$ cat config.mk
export PLATFORM = sky130hd
export DESIGN_NAME = lock_controller
export DESIGN_NICKNAME = d
export VERILOG_FILES = /design/src/rtl/lock_controller.sv
export SDC_FILE = /design/constraint.sdc
export NUM_CORES = 1
export LEC_CHECK = 0
export CORE_ASPECT_RATIO = 1.4
export CORE_UTILIZATION = 45
export DETAILED_ROUTE_END_ITERATION = 16
export PLACE_DENSITY_LB_ADDON = 0.2
export SKIP_LAST_GASP = 1
export SYNTH_ARGS = -nofsm -noshare
export SYNTH_HDL_FRONTEND = slang
export SYNTH_SLANG_ARGS = --single-unit
$ cat constraint.sdc
create_clock -name clk -period 2.44 [get_ports clk]
set_input_delay 0.366 -clock clk [delete_from_list [all_inputs] [get_ports clk]]
set_output_delay 0.366 -clock clk [all_outputs]
set_load 0.01 [all_outputs]
$ cat src/rtl/lock_controller.sv
// rtl/lock_controller.sv - keypad lock front end: key conditioning, sequencing FSM, checker strobes
// Debounced key presses drive a program/lock/compare FSM that strobes the downstream code checker.
module lock_controller #(
  parameter int DEBOUNCE_CYCLES = 250000,
  parameter int MAX_LEN         = 4,
  parameter int MAX_ATTEMPTS    = 3,
  parameter int STROBE_CYCLES   = 2,
  parameter int RST_CYCLES      = 4
) (
  input  logic       clk,
  input  logic       system_reset,
  input  logic [3:0] digit_key_n,
  input  logic       enter_key_n,
  input  logic       program_sw,
  input  logic       correct_password,
  input  logic       incorrect_password,
  output logic [1:0] bits,
  output logic       store_value,
  output logic       input_value,
  output logic       compare,
  output logic       input_reset,
  output logic       checker_reset,
  output logic       unlocked,
  output logic       alarm,
  output logic [2:0] state,
  output logic [2:0] digit_count
);

  localparam int DBW = (DEBOUNCE_CYCLES > 1) ? $clog2(DEBOUNCE_CYCLES) : 1;
  localparam int TW  = $clog2(STROBE_CYCLES + 2);
  localparam int CW  = $clog2(STROBE_CYCLES + 5);
  localparam int RW  = $clog2(RST_CYCLES + 1);
  localparam int AW  = $clog2(MAX_ATTEMPTS + 1);

  localparam logic [DBW-1:0] DB_LAST  = DBW'(DEBOUNCE_CYCLES - 1);
  localparam logic [TW-1:0]  T_START  = TW'(STROBE_CYCLES + 1);
  localparam logic [CW-1:0]  C_HIGH   = CW'(STROBE_CYCLES);
  localparam logic [CW-1:0]  C_SAMPLE = CW'(STROBE_CYCLES + 4);
  localparam logic [RW-1:0]  R_INIT   = RW'(RST_CYCLES);
  localparam logic [RW-1:0]  R_LAST   = RW'(RST_CYCLES - 1);
  localparam logic [AW-1:0]  ATT_MAX  = AW'(MAX_ATTEMPTS);
  localparam logic [2:0]     LEN_MAX  = 3'(MAX_LEN);

  typedef enum logic [2:0] {
    S_INIT    = 3'd0,
    S_PROGRAM = 3'd1,
    S_LOCKED  = 3'd2,
    S_COMPARE = 3'd3,
    S_OPEN    = 3'd4,
    S_FAIL    = 3'd5,
    S_ALARM   = 3'd6
  } state_t;

  // Key vector bit 4 is enter, bits 3:0 are digits; all active-low until press_q.
  logic [4:0]     sync1_q, sync2_q, deb_q, deb_d, press_q, press_d;
  logic [DBW-1:0] db_cnt_q [5];
  logic [DBW-1:0] db_cnt_d [5];

  state_t        state_q, state_d;
  logic [2:0]    cnt_q, cnt_d;
  logic [AW-1:0] att_q, att_d, att_inc;
  logic [1:0]    bits_q, bits_d, dig_val;
  logic          kind_q, kind_d;
  logic [TW-1:0] tmr_q, tmr_d;
  logic [CW-1:0] ctm_q, ctm_d;
  logic [RW-1:0] rtm_q, rtm_d;
  logic          cr_q, cr_d, ir_q, ir_d;
  logic          store_q, store_d, input_q, input_d, compare_q, compare_d;
  logic          unlocked_q, unlocked_d, alarm_q, alarm_d;
  logic          dig_ev, ent_ev, busy;

  // Incorrect and no-answer take the same path, so only correct_password is decoded.
  logic unused_incorrect;
  assign unused_incorrect = incorrect_password;

  always_comb begin
    deb_d = deb_q;
    for (int i = 0; i < 5; i++) begin
      db_cnt_d[i] = '0;
      if (sync2_q[i] != deb_q[i]) begin
        if (db_cnt_q[i] == DB_LAST) deb_d[i] = sync2_q[i];
        else                        db_cnt_d[i] = db_cnt_q[i] + 1'b1;
      end
    end
    press_d = deb_q & ~deb_d;
  end

  always_comb begin
    dig_val = 2'd3;
    for (int i = 3; i >= 0; i--) begin
      if (press_q[i]) dig_val = 2'(i);
    end
    dig_ev = |press_q[3:0];
    ent_ev = press_q[4] & ~dig_ev;
    busy   = (tmr_q != '0) || (state_q == S_COMPARE) || (state_q == S_INIT) || !cr_q;
  end

  always_comb begin
    state_d = state_q;
    cnt_d   = cnt_q;
    att_d   = att_q;
    att_inc = (att_q == ATT_MAX) ? att_q : att_q + 1'b1;
    bits_d  = bits_q;
    kind_d  = kind_q;
    tmr_d   = (tmr_q != '0) ? tmr_q - 1'b1 : '0;
    ctm_d   = ctm_q;
    rtm_d   = rtm_q;
    cr_d    = cr_q;
    ir_d    = 1'b1;

    if (!cr_q) begin
      if (rtm_q != '0) rtm_d = rtm_q - 1'b1;
      else             cr_d  = 1'b1;
    end

    case (state_q)
      S_INIT: begin
        if (rtm_q == '0) state_d = S_PROGRAM;
        else             ir_d    = 1'b0;
      end
      S_PROGRAM: begin
        if (!busy && dig_ev && cnt_q < LEN_MAX) begin
          bits_d = dig_val;
          kind_d = 1'b0;
          tmr_d  = T_START;
          cnt_d  = cnt_q + 1'b1;
        end else if (!busy && ent_ev && cnt_q != 3'd0) begin
          ir_d    = 1'b0;
          cnt_d   = 3'd0;
          state_d = S_LOCKED;
        end
      end
      S_LOCKED: begin
        if (!busy && dig_ev) begin
          if (cnt_q < LEN_MAX) begin
            bits_d = dig_val;
            kind_d = 1'b1;
            tmr_d  = T_START;
            cnt_d  = cnt_q + 1'b1;
          end
        end else if (!busy && ent_ev) begin
          ctm_d   = CW'(1);
          state_d = S_COMPARE;
        end
      end
      S_COMPARE: begin
        ctm_d = ctm_q + 1'b1;
        if (ctm_q == C_SAMPLE) begin
          ctm_d = '0;
          cnt_d = 3'd0;
          if (correct_password) begin
            att_d   = '0;
            state_d = S_OPEN;
          end else begin
            att_d   = att_inc;
            state_d = (att_inc == ATT_MAX) ? S_ALARM : S_FAIL;
          end
        end
      end
      S_OPEN: begin
        if (!busy && ent_ev) begin
          cnt_d = 3'd0;
          if (program_sw) begin
            cr_d    = 1'b0;
            rtm_d   = R_LAST;
            state_d = S_PROGRAM;
          end else begin
            ir_d    = 1'b0;
            state_d = S_LOCKED;
          end
        end
      end
      S_FAIL: begin
        if (!busy && ent_ev) begin
          ir_d    = 1'b0;
          state_d = S_LOCKED;
        end
      end
      S_ALARM: state_d = S_ALARM;
      default: state_d = S_INIT;
    endcase

    // A strobe is high for the STROBE_CYCLES cycles that follow the bits update.
    store_d    = (tmr_q > TW'(1)) && !kind_q;
    input_d    = (tmr_q > TW'(1)) && kind_q;
    compare_d  = (state_q == S_COMPARE) && (ctm_q != '0) && (ctm_q <= C_HIGH);
    unlocked_d = (state_d == S_OPEN);
    alarm_d    = (state_d == S_ALARM);
  end

  always_ff @(posedge clk or negedge system_reset) begin
    if (!system_reset) begin
      sync1_q    <= '1;
      sync2_q    <= '1;
      deb_q      <= '1;
      press_q    <= '0;
      for (int i = 0; i < 5; i++) db_cnt_q[i] <= '0;
      state_q    <= S_INIT;
      cnt_q      <= 3'd0;
      att_q      <= '0;
      bits_q     <= 2'd0;
      kind_q     <= 1'b0;
      tmr_q      <= '0;
      ctm_q      <= '0;
      rtm_q      <= R_INIT;
      cr_q       <= 1'b0;
      ir_q       <= 1'b0;
      store_q    <= 1'b0;
      input_q    <= 1'b0;
      compare_q  <= 1'b0;
      unlocked_q <= 1'b0;
      alarm_q    <= 1'b0;
    end else begin
      sync1_q    <= {enter_key_n, digit_key_n};
      sync2_q    <= sync1_q;
      deb_q      <= deb_d;
      press_q    <= press_d;
      for (int i = 0; i < 5; i++) db_cnt_q[i] <= db_cnt_d[i];
      state_q    <= state_d;
      cnt_q      <= cnt_d;
      att_q      <= att_d;
      bits_q     <= bits_d;
      kind_q     <= kind_d;
      tmr_q      <= tmr_d;
      ctm_q      <= ctm_d;
      rtm_q      <= rtm_d;
      cr_q       <= cr_d;
      ir_q       <= ir_d;
      store_q    <= store_d;
      input_q    <= input_d;
      compare_q  <= compare_d;
      unlocked_q <= unlocked_d;
      alarm_q    <= alarm_d;
    end
  end

  assign bits          = bits_q;
  assign store_value   = store_q;
  assign input_value   = input_q;
  assign compare       = compare_q;
  assign input_reset   = ir_q;
  assign checker_reset = cr_q;
  assign unlocked      = unlocked_q;
  assign alarm         = alarm_q;
  assign state         = state_q;
  assign digit_count   = cnt_q;

endmodule

=== Word level (Yosys, flattened, before mapping) ===
Index checks and enable logic that the tools add are counted.

* $add $sub $neg: 10
* Multiply operators: 0
* Div/mod/pow operators: 0
* $lt $le $gt $ge: 3
* Eq/ne operators: 29
* Shift operators: 0
* Multiplexer cells: 78
* Bitwise logic cells: 4
* Reduce and logical (&&, ||, !) cells: 28

{| class="wikitable"
|+ Operators with widths
! kind !! number
|-
| two-way mux 18 bit || 10
|-
| adder 18 x 1 -> 18 bit (second input constant) || 5
|-
| equality test 18 bit (second input constant) || 5
|-
| two-way mux 3 bit || 22
|-
| two-way mux 2 bit || 14
|-
| two-way mux 1 bit || 25
|-
| one-hot mux 3 bit (7 select lines) || 1
|-
| equality test 3 bit (second input constant) || 6
|-
| != test 2 bit (second input constant) || 7
|-
| one-hot mux 3 bit (4 select lines) || 1
|-
| nonzero test 3 bit || 3
|-
| logical AND 1 bit || 8
|-
| one-hot mux 2 bit (2 select lines) || 2
|-
| adder 3 x 1 -> 3 bit (second input constant) || 2
|-
| equality test 3 x 2 -> 1 bit (second input constant) || 2
|-
| logical NOT 3 bit || 2
|-
| one-hot mux 3 bit (2 select lines) || 1
|-
| AND reduction 6 bit || 1
|-
| nonzero test 2 bit || 3
|-
| bitwise AND 5 bit || 1
|-
| != test 1 bit || 5
|-
| NOT 5 bit || 1
|-
| equality test 2 bit (second input constant) || 2
|-
| one-hot mux 1 bit (4 select lines) || 1
|-
| other kinds (18) || 22
|}

* Flip-flop bits (word level): 136
* Latch bits: 0
* RAM bits: 0
* Memory bits (read-only): 0
* Output and inout port bits: 15
* Memories: 0

=== Depth between registers and ports, before layout ===
Gate-level depths: netlist (run 1).

* Word-level depth: 11
* Gate-level depth with buffers: 7
* Gate-level depth less buffers: 6

=== Worst setup path before layout (run 1) ===
OpenSTA, ideal clock, no wires.

* Path kind: register to register
* From: reg db_cnt_q[72] in the netlist's numbering
* To: reg db_cnt_q[78] in the netlist's numbering
* Arrival time: 1719 ps
* Data required time: 2318 ps
* Path slack: 599 ps
* Stages on the path, launching flop included: 6
* Buffers on the path: 1
* Cells stage by stage: dfrtp_1 ha_1 nand3_1 o41ai_2 buf_2 nor2_1

{| class="wikitable"
|+ RTL lines
! element !! line !! text
|-
| start, declared || 56 || <nowiki>logic [DBW-1:0] db_cnt_q [5];</nowiki>
|}

=== Final worst setup path (run 1) ===
* From: reg state_q[0], in the netlist state[0]
* To: out state[0]

{| class="wikitable"
|+ RTL lines
! element !! line !! text
|-
| start, declared || 59 || <nowiki>state_t state_q, state_d;</nowiki>
|-
| start signal, assigned || 219 || <nowiki>state_q <= state_d;</nowiki>
|-
| end, declared || 25 || <nowiki>output logic [2:0] state,</nowiki>
|}

No word-level cell between the ends.

==> results of run 1 <==
==> power by group <==
group          internal (mW)  switching [mW]  leakage (nW)  total, mW
Sequential              2.37           0.121          1.80       2.49
Clock                   1.66           0.946         0.292       2.60
Combinational          0.232           0.300          1.07      0.533
Total                   4.25            1.37          3.16       5.62
==> metrics by stage <==
stage               util (%)  cell area (um2)  power, mW  setup WS (ps)  std cells
floorplan                  -             6610       2.85            599        650
global placement        49.5             7120       3.03            512        860
detailed placement      49.5             7120       3.06            441        860
CTS                     53.8             7740       5.69            312        893
global route            53.8             7740       5.88            262        893
finish                  53.8             7740       5.62            326        893
==> worst paths after layout <==
check / start / to / slack (ps) / depth (start not counted)
min: enter_key_n / sync1_q[4] / 350 / 1
max in group asynchronous: system_reset / sync2_q[0] / 1320 / 3
max reg2reg: state[0] / kind_q / 420 / 4
max: state[0] / state[0] / 330 / 1
min in group asynchronous: system_reset / db_cnt_q[20] / 470 / 2
min reg2reg: sync1_q[2] / sync2_q[2] / 350 / 0
==> cell families after synthesis <==
| logic type | count (synthesis) |
|---|---|
| simple gates | 298 |
| flops | 136 |
| compound gates | 83 |
| xor+xnor | 67 |
| buf+inv | 48 |
| mux | 9 |
| fa+ha+maj | 9 |
==> registers in the layout, summed over array words and instances (netlist names), 2 cells and up <==
name,cells
deb_q,5
db_cnt_q,90
sync1_q,5
sync2_q,5
bits,2
att_q,2
digit_count,3
tmr_q,2
rtm_q,3
press_q,5
state,3
ctm_q,3
==> routing by layer <==
| metal | vias up | wire [um] |
|---|---|---|
| met4 | 0 | 238 |
| met2 | 81 | 6720 |
| met1 | 2449 | 5230 |
| met5 | - | 0 |
| met3 | 18 | 332 |
| li1 | 2389 | - |
==> layout make-up <==
| cell class | instances | area share (%) |
|---|---|---|
| Tap cell | 189 | 3.06 |
| Sequential cell | 136 | 44.3 |
| Inverter | 34 | 1.65 |
| Timing Repair Buffer | 36 | 4.45 |
| Multi-Input combinational cell | 466 | 38.8 |
| Clock buffer | 20 | 5.90 |
| Clock inverter | 12 | 1.94 |
==> layout by cell type (no fill, tap or decap), drive strengths merged, types with 10 or more instances in the layout <==
cell / instances
dfrtp: 120
nor2: 87
xnor2: 42
nand3: 40
nand2: 39
inv: 35
a21oi: 30
xor2: 25
clkdlybuf4s50: 22
nand4: 21
clkbuf: 20
or4: 18
nor3: 16
dfstp: 16
o21ai: 16
nor4: 14
o31ai: 13
buf: 13
and3: 10
==> flow_summary.yaml, run 1 <==
yosys:
  synth.top_cell.area_share_pct: 45.4
  ys_seq_area_share_pct: 51.8
  yosys-mux-area-fraction_pct: 1.51
  ys_warn_count: 0
  synth_fp_nets: 669
  synth_top_cell_by_area: "dfrtp_1"
  post_synth_num_cell_types: 61
  synth_fa_ha_area_share_pct: 1.70
  syn_inst: 650
  synth_top_family_by_area: "simple AND/OR/NAND/NOR gates"
  synthFlopType: "dfrtp_1"
  synth_edf_count: 0
  yosys-top-cells-count: "dfrtp_1 (120), nor2_1 (87), xnor2_1 (42)"
  synth-simple-area-share_pct: 24.2
  synth_area_mm2: 0.00661
  syn_area_per_cell_um2: 10.2
  synth-compound-area-share_pct: 9.05
  ys_seq_elements: 136
  synthTopCellsByArea: "dfrtp_1 (45%), dfstp_2 (6.4%), xnor2_1 (5.6%)"
  synthArstFlopShare_pct: 100
  synth_most_common_cell: "dfrtp_1"
  synth_xor_area_share_pct: 8.88
global_route:
  top_usage_layer: "met2"
  use_met3_pct: 3.81
  grt_pass1_wl_um: 22200
  first_global_vias: 4930
  antenna_found_initial: 0
  grt_usage_pct: 18.1
  use_met2_pct: 32.1
  grtUsageMet1_pct: 20.5
  grt-ovfl-total: 0
  grt_start_max_net_pins: 58
clocking:
  cts_sinks: 136
  cts_made_buffers: 17
  cts_resized: 0
  cts-root-buf: "clkbuf_16"
  htree_levels: 4
  cts_buffer_depth: 2
  clkLatencyLatePin_ps: 420
  cts_tree: "built"
  post_cts_buffers: 0
  clkTransAtPathRegs_ps: 60
  holdBufCountCts: 1
worst_setup_path:
  crit_family: "flip-flops"
  path_cells: "clkdlybuf4s50_1"
  slowest_delay_ps: 690
  path_class: "register to output port"
  crit_path_end_kind: "output port"
  crit_slowest_cell: "dfrtp_1"
  crit_path_start_kind: "register"
  crit_buf_inv: 1
  arrival_ps: 1750
  worstPathMaxFanout: 16
  crit_required_ps: 2070
finish:
  layout-drive-gt1-share_pct: 12.4
  nFillCells: 1262
  nNetsFinal: 710
  area_growth_pct: 17.0
  antenna_cells: 0
  layout.area.seq_mm2: 0.00342
  multi_input_area_mm2: 0.00300
drt:
  first_pass_iters: 4
  post_drt_wl_per_cell_um: 14.0
  drcViolationCount: 0
  drt_wl_total_um: 12500
  ant_nets: 0
  drt_iter0_drc: 183
  dr_total_vias: 4937
  drt-vias-per-instance: 5.53
sta:
  holdWs_ps: 349
  rsz0062_at_grt: "false"
  drv_slew: 0
  finClkSkew_ps: 5.84
  min_period_ps: 2110
  tightest_slew_ps: 549
  finalSetupTns_ps: 0
  maxSlewHeadroom_pct: 63.4
  finalHoldViolCount: 0
  fmax_mhz: 473
  min_period_over_period_pct: 86.6
  setup-violations-final: 0
placed_design:
  hpwl_um: 8870
  gp_congestion: 0.832
  numPortBuffers: 23
status:
  status: "completed"
die:
  core_mm2: 0.0144
  design.die.area_mm2: 0.0152
  num_rows: 52
  die_x_um: 104
  die_h_um: 145
  initial_core_util_pct: 46.0
  ios: 25
power_and_ir_drop:
  power.density_mw_per_mm2: 727
  p_leak_nw: 3.16
  worst_ir_drop_vdd_uv: 429
flow_run:
  max_cap_violations: 0
hold_path:
  hold_path.class: "input pin to register"
No activity file was read; power rests on OpenSTA's default activity.
==> run 2, diff against run 1 <==
--- a/config.mk
+++ b/config.mk
@@ -5,6 +5,7 @@
 export SDC_FILE = /design/constraint.sdc
 export NUM_CORES = 1
 export LEC_CHECK = 0
+export ABC_CLOCK_PERIOD_IN_PS = 2440
 export CORE_ASPECT_RATIO = 1.4
 export CORE_UTILIZATION = 45
 export DETAILED_ROUTE_END_ITERATION = 16
==> results of run 2 <==
Same layout as run 1: the final DEF is identical, and so are final timing and power.
==> run 3, diff against run 2 <==
--- a/config.mk
+++ b/config.mk
@@ -5,10 +5,10 @@
 export SDC_FILE = /design/constraint.sdc
 export NUM_CORES = 1
 export LEC_CHECK = 0
-export ABC_CLOCK_PERIOD_IN_PS = 2440
 export CORE_ASPECT_RATIO = 1.4
 export CORE_UTILIZATION = 45
 export DETAILED_ROUTE_END_ITERATION = 16
+export MAX_ROUTING_LAYER = met4
 export PLACE_DENSITY_LB_ADDON = 0.2
 export SKIP_LAST_GASP = 1
 export SYNTH_ARGS = -nofsm -noshare
==> flow_summary.yaml, run 3 (same netlist as run 1, synthesis figures left out) <==
global_route:
  grt_usage_pct: 18.6
  grt_pass1_wl_um: 22200
  first_global_vias: 4922
  grt_start_max_net_pins: 58
  antenna_found_initial: 0
  grt-ovfl-total: 0
hold_path:
  hold_path.class: "input pin to register"
placed_design:
  gp_congestion: 0.845
  hpwl_um: 8870
  place_ws_ps: 441
  dpl_cell_area_mm2: 0.00712
  numPortBuffers: 23
die:
  die_h_um: 145
  core_mm2: 0.0144
  initial_core_util_pct: 46.0
  die_x_um: 104
  design.die.area_mm2: 0.0152
  ios: 25
  num_rows: 52
worst_setup_path:
  worstPathMaxFanout: 16
  critical_path_depth: 1
  crit_path_end_kind: "output port"
  worst-r2r-cell-count: 4
  r2r-start: "state[0]"
  slowest_delay_ps: 680
  reg2reg_slack_ps: 420
  crit_required_ps: 2070
  crit_path_start_kind: "register"
  crit_buf_inv: 1
  crit_family: "flip-flops"
  crit_slowest_cell: "dfrtp_1"
  crit-reg2reg-capture: "kind_q"
  crit_end: "state[0]"
  arrival_ps: 1740
  startpoint: "state[0]"
  path_class: "register to output port"
  path_cells: "clkdlybuf4s50_1"
drt:
  dr_total_vias: 4945
  drt_iter0_drc: 181
  drt-vias-per-instance: 5.54
  post_drt_wl_per_cell_um: 14.0
  first_pass_iters: 4
  drt_wl_total_um: 12500
  ant_nets: 0
  drcViolationCount: 0
power_and_ir_drop:
  power.internal_mw: 4.25
  p_leak_nw: 3.16
  p_switching_mw: 1.36
  power.density_mw_per_mm2: 726
  worst_ir_drop_vdd_uv: 430
  pwr-share-clk_pct: 46.2
  switching_share_pct: 24.3
  pwr-share-comb_pct: 9.5
  power_frac_seq_pct: 44.3
sta:
  min_period_ps: 2110
  fmax_mhz: 475
  drv_slew: 0
  finClkSkew_ps: 6.36
  finalSetupTns_ps: 0
  maxSlewHeadroom_pct: 63.8
  min_period_over_period_pct: 86.4
  worst_slack_ps: 333
  finalHoldViolCount: 0
  holdWs_ps: 352
  setup-violations-final: 0
  rsz0062_at_grt: "false"
  tightest_slew_ps: 543
clocking:
  clkLatencyLatePin_ps: 420
  cts_buffer_depth: 2
  htree_levels: 4
  clkTransAtPathRegs_ps: 60
  cts_tree: "built"
  cts_made_buffers: 17
  cts-root-buf: "clkbuf_16"
  cts_resized: 0
  cts_sinks: 136
flow_run:
  max_cap_violations: 0
finish:
  final_cell_mix: "dfrtp_1 (120), nor2_1 (87), xnor2_1 (42)"
  stdcell_area_mm2: 0.00774
  final_common_cell: "dfrtp_1"
  area_growth_pct: 17.0
  layout-drive-gt1-share_pct: 12.4
  antenna_cells: 0
  nNetsFinal: 710
  largest_reg_flops: 90
  regMostFlops: "db_cnt_q"
status:
  status: "completed"
## run 3: cell counts in the layout (fill, tap and decap cells not counted)
Identical to the previous run, type by type.
## run 3: worst min path at each step
stage,slack (ps),cells past startpoint,startpoint,to
floorplan,70,0,system_reset,alarm
global placement,350,0,sync1_q[1],sync2_q[1]
detailed placement,350,0,sync1_q[2],sync2_q[2]
CTS,340,1,digit_key_n[2],sync1_q[2]
global route,340,1,digit_key_n[3],sync1_q[3]
finish,350,1,digit_key_n[3],sync1_q[3]
## run 3: through the flow
step                total power [mW]  util, %  cells
floorplan                       2.85        -    650
global placement                3.03     49.5    860
detailed placement              3.06     49.5    860
CTS                             5.69     53.8    893
global route                    5.88     53.8    893
finish                          5.62     53.8    893
## run 3: power by group through the flow
stage               Combinational (mW)  Clock (mW)  Sequential [mW]
CTS                              0.539        2.66             2.49
detailed placement               0.535           0             2.53
global route                     0.611        2.76             2.50
global placement                 0.514           0             2.52
finish                           0.535        2.60             2.49
floorplan                        0.371           0             2.48
## run 3: layout make-up
type | instances | area (um2)
inverters | 34 | 128
clock inverters | 12 | 150
flip-flops and latches | 136 | 3420
multi-input cells | 466 | 3000
clock buffers | 20 | 457
repair buffers | 36 | 344
well taps | 189 | 236
fillers | 1262 | 6640
## run 3: per-layer routing
| layer | vias up | part of all wire [%] | global-route usage (%) |
|---|---|---|---|
| li1 | 2389 | - | - |
| met1 | 2441 | 42 | 20.4 |
| met2 | 92 | 53 | 32.2 |
| met3 | 23 | 2.8 | 3.54 |
| met4 | 0 | 2.0 | 9.14 |
| met5 | - | 0 | - |
## run 3: timing repair
action	CTS	global route
buffers inserted	0	0
hold buffers	1	0
hold endpoints to repair	47	0
